### src/rtl/ps2_pkg.sv
// ps2_pkg
// Shared definitions for the host-side PS/2 keyboard receiver:
//   - prefix byte values (extended / release)
//   - frame length in bits (start + 8 data + parity + stop)
//   - frame FSM state encoding
//   - key event record layout (bit 9 ext, bit 8 release, [7:0] scancode)
package ps2_pkg;

    localparam logic [7:0] PS2_PREFIX_EXT = 8'hE0;
    localparam logic [7:0] PS2_PREFIX_REL = 8'hF0;

    localparam int PS2_FRAME_BITS = 11;
    localparam int PS2_EVT_W      = 10;

    typedef enum logic [1:0] {
        ST_IDLE   = 2'd0,
        ST_DATA   = 2'd1,
        ST_PARITY = 2'd2,
        ST_STOP   = 2'd3
    } ps2_state_t;

    typedef struct packed {
        logic       ext;
        logic       rel;
        logic [7:0] code;
    } ps2_event_t;

    // Odd parity: the eight data bits plus the parity bit carry an odd number of ones.
    function automatic logic ps2_parity_ok(input logic [7:0] data, input logic parity);
        return ^{data, parity};
    endfunction

endpackage

### src/rtl/ps2_event_fifo.sv
// ps2_event_fifo
// Show-ahead event queue of 2^FIFO_BITS entries. The head entry is visible on
// o_data whenever o_empty is low. A push and a pop in the same cycle are both
// performed, even when the queue is full. A push into a full queue without a
// pop is dropped silently; the caller detects that case from o_full.
// Ports:
//   i_clk, i_reset      clock, synchronous active-high reset
//   i_push, i_data      write request and entry
//   i_pop               remove head (ignored when empty)
//   o_data              head entry (0 when empty)
//   o_empty, o_full     occupancy flags
module ps2_event_fifo
    import ps2_pkg::*;
#(
    parameter int FIFO_BITS = 3,
    parameter int WIDTH     = PS2_EVT_W
) (
    input  logic             i_clk,
    input  logic             i_reset,
    input  logic             i_push,
    input  logic [WIDTH-1:0] i_data,
    input  logic             i_pop,
    output logic [WIDTH-1:0] o_data,
    output logic             o_empty,
    output logic             o_full
);

    localparam int DEPTH = 1 << FIFO_BITS;

    logic [WIDTH-1:0]     r_mem [DEPTH];
    logic [FIFO_BITS-1:0] r_wptr;
    logic [FIFO_BITS-1:0] r_rptr;
    logic [FIFO_BITS:0]   r_count;

    logic w_do_push;
    logic w_do_pop;

    assign o_empty   = (r_count == '0);
    assign o_full    = (r_count == DEPTH[FIFO_BITS:0]);
    assign w_do_pop  = i_pop && !o_empty;
    assign w_do_push = i_push && (!o_full || w_do_pop);
    assign o_data    = o_empty ? '0 : r_mem[r_rptr];

    always_ff @(posedge i_clk) begin
        if (w_do_push) begin
            r_mem[r_wptr] <= i_data;
        end
    end

    always_ff @(posedge i_clk) begin
        if (i_reset) begin
            r_wptr  <= '0;
            r_rptr  <= '0;
            r_count <= '0;
        end else begin
            if (w_do_push) begin
                r_wptr <= r_wptr + 1'b1;
            end
            if (w_do_pop) begin
                r_rptr <= r_rptr + 1'b1;
            end
            case ({w_do_push, w_do_pop})
                2'b10:   r_count <= r_count + 1'b1;
                2'b01:   r_count <= r_count - 1'b1;
                default: r_count <= r_count;
            endcase
        end
    end

endmodule

### src/rtl/ps2_host_rx.sv
// ps2_host_rx
// Host-side PS/2 keyboard receiver. Synchronizes and glitch-filters the PS/2
// pins, deframes 11-bit frames on filtered clock falling edges, checks start,
// odd parity and stop, folds 0xE0/0xF0 prefixes into the following byte and
// queues {ext, release, code} events. An inter-bit watchdog aborts stalled frames.
// Ports:
//   i_clk, i_reset                 core clock, synchronous active-high reset
//   i_ps2_clk, i_ps2_data          raw PS/2 pins (asynchronous)
//   o_key_valid                    event queue non-empty
//   o_key_code/ext/release         head event
//   i_key_ack                      pop head event
//   o_rx_err                       one-cycle pulse on frame error or timeout
//   o_overflow                     sticky: an event was dropped on a full queue
//
// state     | meaning
// ST_IDLE   | waiting for a start bit (data=0 on strobe)
// ST_DATA   | shifting in 8 data bits, LSB first
// ST_PARITY | capturing the parity bit
// ST_STOP   | checking the stop bit and judging the frame
module ps2_host_rx
    import ps2_pkg::*;
#(
    parameter int FILTER_LEN = 8,
    parameter int TIMEOUT    = 20000,
    parameter int FIFO_BITS  = 3
) (
    input  logic       i_clk,
    input  logic       i_reset,
    input  logic       i_ps2_clk,
    input  logic       i_ps2_data,
    output logic       o_key_valid,
    output logic [7:0] o_key_code,
    output logic       o_key_ext,
    output logic       o_key_release,
    input  logic       i_key_ack,
    output logic       o_rx_err,
    output logic       o_overflow
);

    logic r_clk_s1, r_clk_s2;
    logic r_dat_s1, r_dat_s2;

    logic       r_filt_clk;
    logic [7:0] r_filt_cnt;
    logic       w_strobe;

    ps2_state_t  r_state, w_next;
    logic [3:0]  r_bit_cnt;
    logic [7:0]  r_shift;
    logic        r_parity;
    logic        r_ext_pend;
    logic        r_rel_pend;
    logic [15:0] r_wd;
    logic        r_rx_err;
    logic        r_overflow;

    logic w_start_err;
    logic w_frame_done;
    logic w_frame_good;
    logic w_frame_bad;
    logic w_timeout;
    logic w_is_ext;
    logic w_is_rel;
    logic w_push;
    logic w_pop;
    logic w_drop;

    ps2_event_t w_evt_in;
    ps2_event_t w_evt_out;
    logic       w_empty;
    logic       w_full;

    // Idle PS/2 lines are high, so the synchronizers come out of reset high
    // to avoid a false falling edge on the first cycles after reset.
    always_ff @(posedge i_clk) begin
        if (i_reset) begin
            r_clk_s1 <= 1'b1;
            r_clk_s2 <= 1'b1;
            r_dat_s1 <= 1'b1;
            r_dat_s2 <= 1'b1;
        end else begin
            r_clk_s1 <= i_ps2_clk;
            r_clk_s2 <= r_clk_s1;
            r_dat_s1 <= i_ps2_data;
            r_dat_s2 <= r_dat_s1;
        end
    end

    // r_filt_cnt counts consecutive cycles the synchronized clock disagrees
    // with the filtered level; any agreeing cycle restarts the count.
    always_ff @(posedge i_clk) begin
        if (i_reset) begin
            r_filt_clk <= 1'b1;
            r_filt_cnt <= '0;
        end else if (r_clk_s2 == r_filt_clk) begin
            r_filt_cnt <= '0;
        end else if (r_filt_cnt == 8'(FILTER_LEN - 1)) begin
            r_filt_clk <= r_clk_s2;
            r_filt_cnt <= '0;
        end else begin
            r_filt_cnt <= r_filt_cnt + 1'b1;
        end
    end

    assign w_strobe  = r_filt_clk && !r_clk_s2 && (r_filt_cnt == 8'(FILTER_LEN - 1));
    assign w_timeout = (r_state != ST_IDLE) && (r_wd == 16'(TIMEOUT));

    always_comb begin
        w_next       = r_state;
        w_start_err  = 1'b0;
        w_frame_done = 1'b0;
        if (w_timeout) begin
            w_next = ST_IDLE;
        end else if (w_strobe) begin
            case (r_state)
                ST_IDLE: begin
                    if (!r_dat_s2) w_next = ST_DATA;
                    else           w_start_err = 1'b1;
                end
                ST_DATA: begin
                    if (r_bit_cnt == 4'd8) w_next = ST_PARITY;
                end
                ST_PARITY: w_next = ST_STOP;
                ST_STOP: begin
                    w_next       = ST_IDLE;
                    w_frame_done = 1'b1;
                end
                default: w_next = ST_IDLE;
            endcase
        end
    end

    assign w_frame_good = w_frame_done && r_dat_s2
                          && (r_bit_cnt == 4'(PS2_FRAME_BITS - 1))
                          && ps2_parity_ok(r_shift, r_parity);
    assign w_frame_bad  = w_frame_done && !w_frame_good;
    assign w_is_ext     = (r_shift == PS2_PREFIX_EXT);
    assign w_is_rel     = (r_shift == PS2_PREFIX_REL);
    assign w_push       = w_frame_good && !w_is_ext && !w_is_rel;

    always_ff @(posedge i_clk) begin
        if (i_reset) begin
            r_state    <= ST_IDLE;
            r_bit_cnt  <= '0;
            r_shift    <= '0;
            r_parity   <= 1'b0;
            r_ext_pend <= 1'b0;
            r_rel_pend <= 1'b0;
            r_wd       <= '0;
            r_rx_err   <= 1'b0;
            r_overflow <= 1'b0;
        end else begin
            r_state <= w_next;

            if (w_next == ST_IDLE) begin
                r_bit_cnt <= '0;
            end else if (w_strobe) begin
                r_bit_cnt <= r_bit_cnt + 1'b1;
            end

            if (w_strobe && (r_state == ST_DATA)) begin
                r_shift <= {r_dat_s2, r_shift[7:1]};
            end
            if (w_strobe && (r_state == ST_PARITY)) begin
                r_parity <= r_dat_s2;
            end

            if (w_timeout || w_frame_bad) begin
                r_ext_pend <= 1'b0;
                r_rel_pend <= 1'b0;
            end else if (w_frame_good) begin
                if (w_is_ext) begin
                    r_ext_pend <= 1'b1;
                end else if (w_is_rel) begin
                    r_rel_pend <= 1'b1;
                end else begin
                    r_ext_pend <= 1'b0;
                    r_rel_pend <= 1'b0;
                end
            end

            if ((r_state == ST_IDLE) || w_strobe) begin
                r_wd <= '0;
            end else if (r_wd != 16'(TIMEOUT)) begin
                r_wd <= r_wd + 1'b1;
            end

            r_rx_err   <= w_start_err || w_frame_bad || w_timeout;
            r_overflow <= r_overflow || w_drop;
        end
    end

    assign w_evt_in = '{ext: r_ext_pend, rel: r_rel_pend, code: r_shift};
    assign w_pop    = i_key_ack && !w_empty;
    assign w_drop   = w_push && w_full && !w_pop;

    ps2_event_fifo #(
        .FIFO_BITS (FIFO_BITS),
        .WIDTH     (PS2_EVT_W)
    ) u_fifo (
        .i_clk   (i_clk),
        .i_reset (i_reset),
        .i_push  (w_push),
        .i_data  (w_evt_in),
        .i_pop   (w_pop),
        .o_data  (w_evt_out),
        .o_empty (w_empty),
        .o_full  (w_full)
    );

    assign o_key_valid   = !w_empty;
    assign o_key_code    = w_evt_out.code;
    assign o_key_ext     = w_evt_out.ext;
    assign o_key_release = w_evt_out.rel;
    assign o_rx_err      = r_rx_err;
    assign o_overflow    = r_overflow;

endmodule

### config.mk
export PLATFORM = sky130hd
export DESIGN_NAME = ps2_host_rx
export DESIGN_NICKNAME = d
export VERILOG_FILES = /design/src/rtl/ps2_pkg.sv /design/src/rtl/ps2_event_fifo.sv /design/src/rtl/ps2_host_rx.sv
export SDC_FILE = /design/constraint.sdc
export NUM_CORES = 1
export LEC_CHECK = 0
export ABC_AREA = 1
export BUFFER_PORTS_ARGS = -buffer_cell sky130_fd_sc_hd__buf_4
export CAP_MARGIN = 20
export CORE_ASPECT_RATIO = 2
export CORE_MARGIN = 4
export CORE_UTILIZATION = 62
export CTS_BUF_LIST = sky130_fd_sc_hd__clkbuf_4
export DETAILED_ROUTE_END_ITERATION = 12
export GPL_TIMING_DRIVEN = 1
export PLACE_DENSITY_LB_ADDON = 0.3
export SETUP_SLACK_MARGIN = 0.1
export SYNTH_ARGS = -nofsm -noshare
export SYNTH_HDL_FRONTEND = slang
export SYNTH_SLANG_ARGS = --single-unit
### constraint.sdc
create_clock -name i_clk -period 3.52 [get_ports i_clk]
set_input_delay 0.352 -clock i_clk [delete_from_list [all_inputs] [get_ports i_clk]]
set_output_delay 0.352 -clock i_clk [all_outputs]
set_load 0.005 [all_outputs]
Word level (Yosys, flattened, before mapping)
Memories as Yosys holds them, arrays and structs flattened. A register that Yosys moved wholly into a read port is not among the register bits.
Cells that the tools add are included.

word-level totals
  output and inout bits = 13
  flip-flop bits (word level) = 58
  RAM bits = 80
  bits of input ports = 5
  memories kept = 1

memory list
  memory        words  width  rd ports  clocked after memory_dff  wr ports  line                  source
  u_fifo.r_mem  8      10     1         1                         1         ps2_event_fifo.sv:30  logic [WIDTH-1:0] r_mem [DEPTH];

cells by class
  add/sub/neg operators = 7
  equality and inequality tests = 15
  bitwise logic cells = 2
  mux-type cells = 21
  reduce and logical (&&, ||, !) cells = 42

operators by type and width
  kind                                                                number
  16-bit by 1-bit adder with 16-bit output (second input constant)    1
  16-bit by 15-bit == test with 1-bit output (second input constant)  1
  8-bit == test (second input constant)                               2
  1-bit logical AND                                                   16
  16-bit by 15-bit != test with 1-bit output (second input constant)  1
  4-bit == test (second input constant)                               3
  1-bit two-way mux                                                   12
  10-bit two-way mux                                                  1
  9-bit XOR reduction                                                 1
  4-bit by 1-bit adder with 4-bit output (second input constant)      2
  8-bit by 1-bit adder with 8-bit output (second input constant)      1
  8-bit by 3-bit == test with 1-bit output (second input constant)    1
  2-bit two-way mux                                                   4
  2-bit one-hot mux with 4 select lines                               1
  4-bit one-hot mux with 2 select lines                               1
  1-bit logical NOT                                                   7
  3-bit by 1-bit adder with 3-bit output (second input constant)      2
  2-bit == test (second input constant)                               3
  1-bit logical OR                                                    6
  3-bit two-way mux                                                   2
  2-bit AND reduction                                                 3
  2-bit OR reduction                                                  3
  2-bit by 1-bit == test with 1-bit output (second input constant)    2
  2-bit logical NOT                                                   2
  7 further kinds                                                     9

Logic depth before layout (Yosys ltp)
Gate-level depths: netlist of run 1.

  word-level depth = 13
  mapped depth = 20
  gate-level depth less buffers = 20

Hierarchy
From an unflattened synthesis of run 1, not the netlist that was laid out.

unflattened totals
  cell total of the unflattened synthesis = 655
  area, all modules = 6,238.5 µm²

modules (own cells, without submodules)
  module          instances  area each (µm²)  cells an instance
  ps2_event_fifo  1          3,836.2          322
  ps2_host_rx     1          2,402.3          333

Worst setup path before layout of run 1
Ideal clock, no wire load.

  path kind = reg-to-reg
  start point = reg r_filt_cnt[0]
  end point = mem u_fifo.r_mem[4][0] (netlist name), enable pin
  required time = 3,130 ps
  setup slack = 801 ps
  path buffers = 0
  stages on the path, launching flop included = 12
  period minus slack after synthesis = 2,719 ps
  arrival time = 2,329 ps
  path through = dfxtp_1 ha_1 nand3_2 nor2_4 nand2_4 clkinv_4 nand3_1 nor2_2 nand3b_1 nor3_2 nand3b_1 nor3_1

between the ends
  longest elaborated chain between the ends = 12

ends and longest elaborated chain
  what                                      line                  source
  start: declaration                        ps2_host_rx.sv:44     logic [7:0] r_filt_cnt;
  start signal: assignment                  ps2_host_rx.sv:101    r_filt_cnt <= r_filt_cnt + 1'b1;
  8-bit by 3-bit == test with 1-bit output  ps2_host_rx.sv:105    assign w_strobe = r_filt_clk && !r_clk_s2 && (r_filt_cnt == 8'(FILTER_LEN - 1));
  1-bit logical AND                         ps2_host_rx.sv:105
  1-bit two-way mux                         ps2_host_rx.sv:114    end else if (w_strobe) begin
  1-bit two-way mux                         ps2_host_rx.sv:112    if (w_timeout) begin
  1-bit logical AND                         ps2_host_rx.sv:133    assign w_frame_good = w_frame_done && r_dat_s2
  1-bit logical AND                         ps2_host_rx.sv:134    && (r_bit_cnt == 4'(PS2_FRAME_BITS - 1))
  1-bit logical AND                         ps2_host_rx.sv:135    && ps2_parity_ok(r_shift, r_parity);
  1-bit logical AND (2 in series)           ps2_host_rx.sv:139    assign w_push = w_frame_good && !w_is_ext && !w_is_rel;
  1-bit logical AND                         ps2_event_fifo.sv:41  assign w_do_push = i_push && (!o_full || w_do_pop);
  1-bit two-way mux                         ps2_event_fifo.sv:45  if (w_do_push) begin
  1-bit two-way mux (implied by the code)   ps2_event_fifo.sv:46  r_mem[r_wptr] <= i_data;
  end: declaration                          ps2_event_fifo.sv:30

No other way between the ends.

Final worst setup path of run 1
  start point = reg r_shift[5]
  end point = reg u_fifo.r_count[3]

between the ends
  longest elaborated chain between the ends = 7

ends and longest elaborated chain
  what                                                                                line                                    source
  start: declaration                                                                  ps2_host_rx.sv:49                       logic [7:0] r_shift;
  start signal: assignment                                                            ps2_host_rx.sv:162                      r_shift <= {r_dat_s2, r_shift[7:1]};
  8-bit == test / 9-bit XOR reduction (equally long branches)                         ps2_host_rx.sv:137, ps2_pkg.sv:30
  1-bit logical NOT / 1-bit logical AND (equally long branches)                       ps2_host_rx.sv:139, ps2_host_rx.sv:135
  1-bit logical AND                                                                   ps2_host_rx.sv:139
  1-bit logical AND *                                                                 ps2_host_rx.sv:139
  1-bit logical AND *                                                                 ps2_event_fifo.sv:41
  2-bit by 1-bit == test with 1-bit output / 2-bit == test (equally long branches)    ps2_event_fifo.sv:62                    case ({w_do_push, w_do_pop})
  4-bit one-hot mux with 2 select lines / 2-bit nonzero test (equally long branches)  --
  end signal: assignment                                                              ps2_event_fifo.sv:63                    2'b10: r_count <= r_count + 1'b1;
  end signal: assignment                                                              ps2_event_fifo.sv:64                    2'b01: r_count <= r_count - 1'b1;
  end signal: assignment                                                              ps2_event_fifo.sv:65                    default: r_count <= r_count;
  end: declaration                                                                    ps2_event_fifo.sv:33                    logic [FIFO_BITS:0] r_count;

Every way passes the cells marked *; elsewhere a longest branch is shown, timed or not.
A chain may end at the register's enable or synchronous reset.

==> reports/summary.txt, run 1 <==
Max IR drop VDD = 0.4322 mV
Die X = 78.50 um
shortest clock period the worst path allows after layout = 2.913 ns
number of hold-slack violations in the final timing report = 0
FILL cells = 741
number of vias after detailed routing = 4,741
fraction of the yosys area taken by sequential cells = 58.80%
uppermost routed layer = met4
final net count = 697
P_leak = 0.002413 uW
fraction of synthesis flops using an asynchronous set or reset pin = 0%
Routed met2 length = 7514 um
mean instance size in the synthesized netlist = 9.495 um^2
half-perimeter wire length after detailed placement = 8898 um
vertical die dimension = 149.0 um
CP Capture Type = register
worst path arrival time = 3.38 ns
number of gates given a new drive strength after cts = 0
combined global-route utilization of all metal layers = 24.35%
slowest stage cell on the critical path = dfxtp_1
area of the multi-input gates = 0.002180 mm^2
routed via count divided by cell count = 5.740
number of buffers on the longest clock path = 2
CP Launch Type = register
final core utilization = 70.30%
post-synthesis cell area = 0.006162 mm^2
count of unresolved DRC violations after routing = 0
Final Non-Filler Cells = 826
post-route met1 wirelength = 4898 um
flip-flop cell with the highest count after synthesis = edfxtp_1
Syn-to-layout area delta = 10.66%
Critical Path Fanout Max = 14
post-DR wirelength/cell = 16.17 um
number of cells produced by synthesis = 649
cell type contributing the most total cell area after synthesis = edfxtp_1
pins over their slew limit = 0
Power Dens Cells = 592.1 mW/mm^2
remaining global-route overflow = 0
category of the most critical setup path = register to register
min-delay worst type = primary input to register
area inside the core boundary = 0.009699 mm^2
Synth cell types = 42
number of port buffers = 17
post-synth net total = 666
fin crit share = 82.76%
total number of H-tree levels = 4
main area contributors after synthesis = edfxtp_1 39%, dfxtp_1 20%, o21ai_0 6.1%, nor2_1 6.0%, inv_1 4.4%
synthesis-stage register bit count = 141
met3 wire length = 522 um
number of rows in the core area = 51
number of antenna violations at the first check in global routing = 1
highest attainable clock frequency = 343.3 MHz
category of cells accounting for the largest share of critical-path delay = simple AND/OR/NAND/NOR gates
clock buffer count from CTS = 17
pin count of the biggest net entering global routing = 41
status = finished clean
hold buffer count at cts = 2
unrepaired setup endpoints after global routing = false
worst hold slack after final layout = 0.08576 ns
Cell Count Post-Placement = 791
Synth top area share = 38.98%
CTS clock-pin slew for the worst setup and hold paths = 0.11 ns
total length of routed wires = 13,350 um
# Max-Cap Violations = 0
Required @ worst endpoint = 3.99 ns
count of warnings emitted by yosys = 0
global-route wire length before repair = 21,880 um
Most common cell on crit path = nand2_1
CP max stage delay = 0.59 ns
GPL Wtd Cong = 0.7975
number of flops mapped to enable cells by yosys = 80
aggregate negative setup slack = 0 ns
cells traversed along the worst timing path = inv_1, nand2_1, nand2_1, nand2_1, nand3_1, nand2_1, nand2_1, nand2_1, nand3_4, o21ai_4, inv_1, ha_1, a21oi_1, nand2_1, nand3_1, nand2_2, nand3_1, nand2_1, nor2_1
later-pin clock latency in the skew report = 0.54 ns
TritonCTS Sinks = 141
Bufs and invs on worst path = 2
# IOs = 18
share of cells above drive strength 1 = 12.12%
clock tree from TritonCTS = yes
number of global-route vias before repair = 4,818
floorplan die area = 0.01170 mm^2
area taken by flip-flops and latches = 0.003623 mm^2
Worst-Margin Slew = 0.6763 ns
Clock Skews = 0.02616 ns
Detailed Route Iter0 Violations = 316
worst-case headroom to the max-slew limit = 54.86%
CTS Root Buffer Type = clkbuf_4
starting density of the core = 63.53%
number of antenna-violating nets in the routed design = 0
Final setup violation count = 0
number of search-and-repair iterations in the first detailed-routing pass = 5
Post-CTS Repair Setup Buffers = 0
==> final cells by class <==
class | count | area share (%)
Timing Repair Buffer | 31 | 3.486
Inverter | 74 | 4.147
Tap cell | 132 | 2.422
Clock inverter | 14 | 2.826
Sequential cell | 141 | 53.14
Clock buffer | 18 | 1.982
Antenna cell | 1 | 0.03670
Multi-Input combinational cell | 415 | 31.96
==> stage by stage <==
stage	power, uW	instance area (um^2)	worst slack [ns]
after floorplan	2496	6162	0.8011
after global placement	2879	6469	0.8928
after detailed placement	2925	6469	0.7057
after CTS	4062	6817	0.6488
after global routing	4255	6819	0.4179
final	4037	6819	0.6067
==> power breakdown <==
part,switching [uW],internal [uW]
sequential,34.2,1770
combinational,667,421
clock,575,572
total,1280,2760
==> cells in the mapped netlist (2+ instances only) <==
master,instances
and3_1,2
a21oi_1,43
nand4_1,13
nand2_1,68
nand3b_1,2
ha_1,11
o22ai_1,10
xor2_1,2
nor3_1,18
nand2_2,3
inv_1,73
a31oi_1,11
nand3_1,21
a211oi_1,4
dfxtp_1,61
nor2_2,2
o21ai_0,75
nor3b_1,2
nor2_1,98
nor3_2,2
or2_2,4
nand3_4,2
nand3_2,3
nor4_1,6
edfxtp_1,80
clkbuf_1,17
==> cell families after synthesis <==
kind of cell | after synthesis | synth area share [%]
AOI/OAI and AO/OA | 148 | 12.93
and+or+nand+nor | 252 | 19.45
DFF | 141 | 58.80
xor gates and xnor gates | 3 | 0.4265
adders and majority gates | 12 | 2.558
buffers and inverters | 93 | 5.827
==> placed cells by master, fill, tap and decap left out, drive strengths merged <==
cell type    synthesis  layout
clkinvlp             0       5
nor3b                3       3
dfxtp               61      61
a31oi               11      11
clkbuf              17      18
a211oi               4       4
nand3               26      26
nand4               13      13
o21ai               77      77
fa                   1       1
dlygate4sd3          0       2
nand3b               2       2
and2                 1       1
diode                0       1
nand2               72      72
bufinv               0       4
clkinv               1       4
o21a                 1       1
or2                  4       4
inv                 73      75
nor4                 6       6
ha                  11      11
o22ai               10      10
buf                  2      29
a31o                 1       1
xor2                 2       2
and3                 2       2
edfxtp              80      80
nor3                21      21
o21bai               1       1
xnor2                1       1
a21oi               43      43
nor2               102     102
==> path summary, 6_finish.rpt <==
kind / cells past startpoint / startpoint / endpoint / slack [ns]
setup / recovery: 19 / r_shift[5]$_SDFFE_PP0P_ / u_fifo.r_count[3]$_SDFFE_PP0P_ / 0.61
setup reg to reg: 19 / r_shift[5]$_SDFFE_PP0P_ / u_fifo.r_count[3]$_SDFFE_PP0P_ / 0.61
hold reg to reg: 1 / r_clk_s1$_SDFF_PP1_ / r_clk_s2$_SDFF_PP1_ / 0.42
hold / removal: 2 / i_reset / u_fifo.r_count[0]$_SDFFE_PP0P_ / 0.09
==> flip-flops by register name (all words and copies together), names as in the netlist, 2 cells and up, named ones only <==
| register | flops |
|---|---|
| u_fifo.r_count | 4 |
| r_wd | 16 |
| r_state | 2 |
| u_fifo.r_rptr | 3 |
| u_fifo.r_wptr | 3 |
| r_shift | 8 |
| u_fifo.r_mem | 80 |
| r_bit_cnt | 4 |
| r_filt_cnt | 8 |
==> metal layers <==
layer | global-route usage [%] | vias to the layer above
li1 | - | 2311
met1 | 23.90 | 2256
met2 | 46.61 | 136
met3 | 5.623 | 38
met4 | 11.73 | 0
met5 | 0 | -
(Power assumes the default switching activity.)
==> run 2, diff against run 1 <==
- ABC_AREA: 1 -> 0
- CORE_UTILIZATION: 62 -> 58
- clock period: 3.52 -> 2.51 ns (I/O delays scaled with it)
==> run 2 against run 1 <==
Net effect: the run now ends with negative setup slack left; final cell count decreased by 9.7%; area after synthesis decreased by 0.12%; core utilization increased by 5.8 points; design area increased by 17%; total power decreased by 3.0%; combinational power decreased by 93%; critical endpoint unchanged.
==> reports/summary.txt, run 2 <==
status = finished, violations left (was finished clean)
violated checks = negative setup slack
final core utilization = 76.06% (was 70.30%)
number of hold-slack violations in the final timing report = 0 (unchanged)
# IOs = 18 (unchanged)
register name with the most flops = u_fifo.r_mem (unchanged)
Final Non-Filler Cells = 746 (was 826)
clock tree from TritonCTS = yes (unchanged)
Synth cell types = 58 (was 42)
post-synth net total = 493 (was 666)
worst-case headroom to the max-slew limit = 55.44% (was 54.86%)
fraction of met1 tracks used by global routing = 23.91% (was 23.90%)
Worst-Margin Slew = 0.6675 ns (was 0.6763 ns)
Final setup violation count = 84 (was 0)
min-delay worst type = primary input to register (unchanged)
CTS Root Buffer Type = clkbuf_4 (unchanged)
layer with the highest usage after global routing = met2 (unchanged)
CP Capture Type = register (unchanged)
mean instance size in the synthesized netlist = 12.93 um^2 (was 9.495 um^2)
share of cells above drive strength 1 = 37.01% (was 12.12%)
P_leak = 0.002919 uW (was 0.002413 uW)
number of rows in the core area = 53 (was 51)
Power Dens Cells = 491.4 mW/mm^2 (was 592.1 mW/mm^2)
Synth top area share = 39.03% (was 38.98%)
number of flops mapped to enable cells by yosys = 80 (unchanged)
Detailed Route Iter0 Violations = 230 (was 316)
Required @ worst endpoint = 2.94 ns (was 3.99 ns)
sw power = 942.2 uW (was 1276 uW)
commonest non-fill, non-tap cells in the layout = 93 x buf_4, 80 x edfxtp_1, 65 x nor2_1, 51 x dfxtp_1, 24 x mux2i_1 (was 98 x nor2_1, 80 x edfxtp_1, 75 x o21ai_0, 73 x inv_1, 68 x nand2_1)
Cell Count Post-Placement = 689 (was 791)
final net count = 612 (was 697)
combined global-route utilization of all metal layers = 24.42% (was 24.35%)
flip-flop cell with the highest count after synthesis = edfxtp_1 (unchanged)
registers with the highest flip-flop counts = u_fifo.r_mem (80), r_wd (16) (unchanged)
fraction of the yosys area taken by sequential cells = 58.87% (was 58.80%)
Clock Skews = 0.02842 ns (was 0.02616 ns)
CTS clock-pin slew for the worst setup and hold paths = 0.13 ns (was 0.11 ns)
routed via count divided by cell count = 5.811 (was 5.740)
number of flip-flops under the largest register name = 80 (unchanged)
most frequent cells after synthesis = 80 x edfxtp_1, 65 x nor2_1, 61 x dfxtp_1, 24 x mux2i_1 (was 98 x nor2_1, 80 x edfxtp_1, 75 x o21ai_0, 73 x inv_1, 68 x nand2_1)
CP Launch Type = register (unchanged)
sequential group share of total power = 61.8% (was 44.6%)
# Max-Cap Violations = 0 (unchanged)
post-synthesis cell area = 0.006155 mm^2 (was 0.006162 mm^2)
clock share of power = 36.3% (was 28.4%)
fin crit share = 127.7% (was 82.76%)
highest attainable clock frequency = 311.9 MHz (was 343.3 MHz)
pins over their slew limit = 0 (unchanged)
fraction of synthesis flops using an asynchronous set or reset pin = 0% (unchanged)
Pint = 2974 uW (was 2761 uW)
floorplan die area = 0.01242 mm^2 (was 0.01170 mm^2)
aggregate negative setup slack = -29.66 ns (was 0 ns)
GPL Wtd Cong = 0.8421 (was 0.7975)
shortest clock period the worst path allows after layout = 3.206 ns (was 2.913 ns)
number of port buffers = 17 (unchanged)
most frequent standard cell in the layout excluding fill and tap cells = buf_4 (was nor2_1)
clock buffer count from CTS = 17 (unchanged)
remaining global-route overflow = 0 (unchanged)
number of antenna violations at the first check in global routing = 1 (unchanged)
total number of H-tree levels = 4 (unchanged)
number of global-route vias before repair = 4,613 (was 4,818)
category of the most critical setup path = register to register (unchanged)
count of warnings emitted by yosys = 0 (unchanged)
Critical Path Fanout Max = 2 (was 14)
TritonCTS Sinks = 141 (unchanged)
switching fraction of total power = 24.06% (was 31.61%)
Syn-to-layout area delta = 29.48% (was 10.66%)
post-DR wirelength/cell = 19.73 um (was 16.17 um)
Die X = 80.84 um (was 78.50 um)
FILL cells = 676 (was 741)
area inside the core boundary = 0.01048 mm^2 (was 0.009699 mm^2)
Design Power = 3916 uW (was 4037 uW)
global-route wire length before repair = 22,690 um (was 21,880 um)
Max IR drop VDD = 0.5042 mV (was 0.4322 mV)
number of antenna-violating nets in the routed design = 0 (unchanged)
main area contributors after synthesis = edfxtp_1 39%, dfxtp_1 20%, mux4_2 7.3%, nor2_1 4.0%, mux2i_1 3.9% (was edfxtp_1 39%, dfxtp_1 20%, o21ai_0 6.1%, nor2_1 6.0%, inv_1 4.4%)
most frequent cell after synthesis = edfxtp_1 (was nor2_1)
unrepaired setup endpoints after global routing = true (was false)
later-pin clock latency in the skew report = 0.54 ns (about the same)
number of cells produced by synthesis = 476 (was 649)
met3 GRT Util = 5.100% (was 5.623%)
total length of routed wires = 14,720 um (was 13,350 um)
combinational group share of total power = 2.0% (was 27.0%)
number of buffers on the longest clock path = 2 (unchanged)
synthesis-stage register bit count = 141 (unchanged)
vertical die dimension = 153.7 um (was 149.0 um)
pin count of the biggest net entering global routing = 43 (was 41)
worst path arrival time = 3.64 ns (was 3.38 ns)
met2 Usage GRT = 46.84% (was 46.61%)
half-perimeter wire length after detailed placement = 9210 um (was 8898 um)
post-layout worst setup margin = -0.6961 ns (was 0.6067 ns)
minimum setup slack among reg-to-reg paths = -0.70 ns (was 0.61 ns)
number of search-and-repair iterations in the first detailed-routing pass = 4 (was 5)
number of vias after detailed routing = 4,335 (was 4,741)
count of unresolved DRC violations after routing = 0 (unchanged)
cell type contributing the most total cell area after synthesis = edfxtp_1 (unchanged)
starting density of the core = 58.74% (was 63.53%)
[run 2: cell count changes in the layout (fill, tap and decap cells not counted), sizes merged, moves of 10 or more]
cell and delta:
nor3 -14, nor2 -37, mux2i +24, xor2 +18, a21oi -33, buf +85
mux4 +20, xnor2 +10, nand2 -53, o21ai -75, o22ai -10, nand3 -12
inv -53
[run 2: worst paths after layout]
check                                             start                             end  cells past startpoint
worst max-delay path            r_shift[6]$_SDFFE_PP0P_  u_fifo.r_count[3]$_SDFFE_PP0P_                     12
worst min register to register      r_dat_s1$_SDFF_PP1_             r_dat_s2$_SDFF_PP1_                      1
worst min-delay path                          i_key_ack  u_fifo.r_count[1]$_SDFFE_PP0P_                      3
worst max register to register  r_shift[6]$_SDFFE_PP0P_  u_fifo.r_count[3]$_SDFFE_PP0P_                     12
[run 2: area by class of cell]
cell class	instances	area, um^2	area share (%)
inverters	14	55.05	0.6908
flip-flops and latches	141	3641	45.69
diodes	1	2.502	0.03140
well taps	137	171.4	2.151
clock inverters	15	150.1	1.884
multi-input cells	303	2719	34.12
clock buffers	17	127.6	1.602
repair buffers	118	1102	13.83
[run 2: critical path, stage by stage, from the launching register on]
cell      delay [ns]
dfxtp_4         0.38
xor2_2          0.16
xnor3_1         0.44
or3_4           0.37
a221oi_4        0.31
nand2b_4        0.19
inv_4           0.04
buf_6           0.11
ha_4            0.23
a21o_1          0.20
and3_1          0.18
mux2i_1         0.15
mux2_2          0.35
[run 2: metrics by stage]
stage,setup WS (ns),area (um^2),hold WS (ns)
6_report,-0.6961,7969,0.09467
5_1_grt,-0.7941,7969,0.07983
4_1_cts,-0.6992,7815,0.05054
3_5_place_dp,-0.7410,7204,0.4006
3_3_place_gp,-0.6623,7204,0.3964
2_1_floorplan,-0.7939,6306,0.3548
[run 2: layer usage]
metal | routed length [um] | vias up
met3 | 446 | 48
met5 | 0 | -
met4 | 583 | 0
met2 | 8867 | 99
met1 | 4820 | 2179
li1 | - | 2009
[run 2: kinds of logic after synthesis]
logic type                 synth area share (%)
AOI/OAI and AO/OA                         3.192
xor gates and xnor gates                  5.733
adders and majority gates                 2.561
buffers and inverters                     2.053
DFF                                       58.87
muxes                                     11.40
and+or+nand+nor                           16.18
[run 2: repair_timing]
item                                    in CTS  in global routing
setup buffers                               10                  8
hold buffers                                 2                  0
gates cloned                                 3                  2
gates resized for setup                     35                 17
pin swaps                                   14                 21
endpoints found under the setup margin      93                 97
hold endpoints to repair                     2                  0
[run 2: power by group through the flow]
stage | Clock (uW) | Combinational, uW | Sequential (uW)
after detailed placement | 0 | 69.9 | 2470
after global placement | 0 | 66.7 | 2470
after CTS | 1430 | 73.5 | 2420
final | 1420 | 76.6 | 2420
after floorplan | 0 | 40.1 | 2470
after global routing | 1570 | 84.0 | 2420
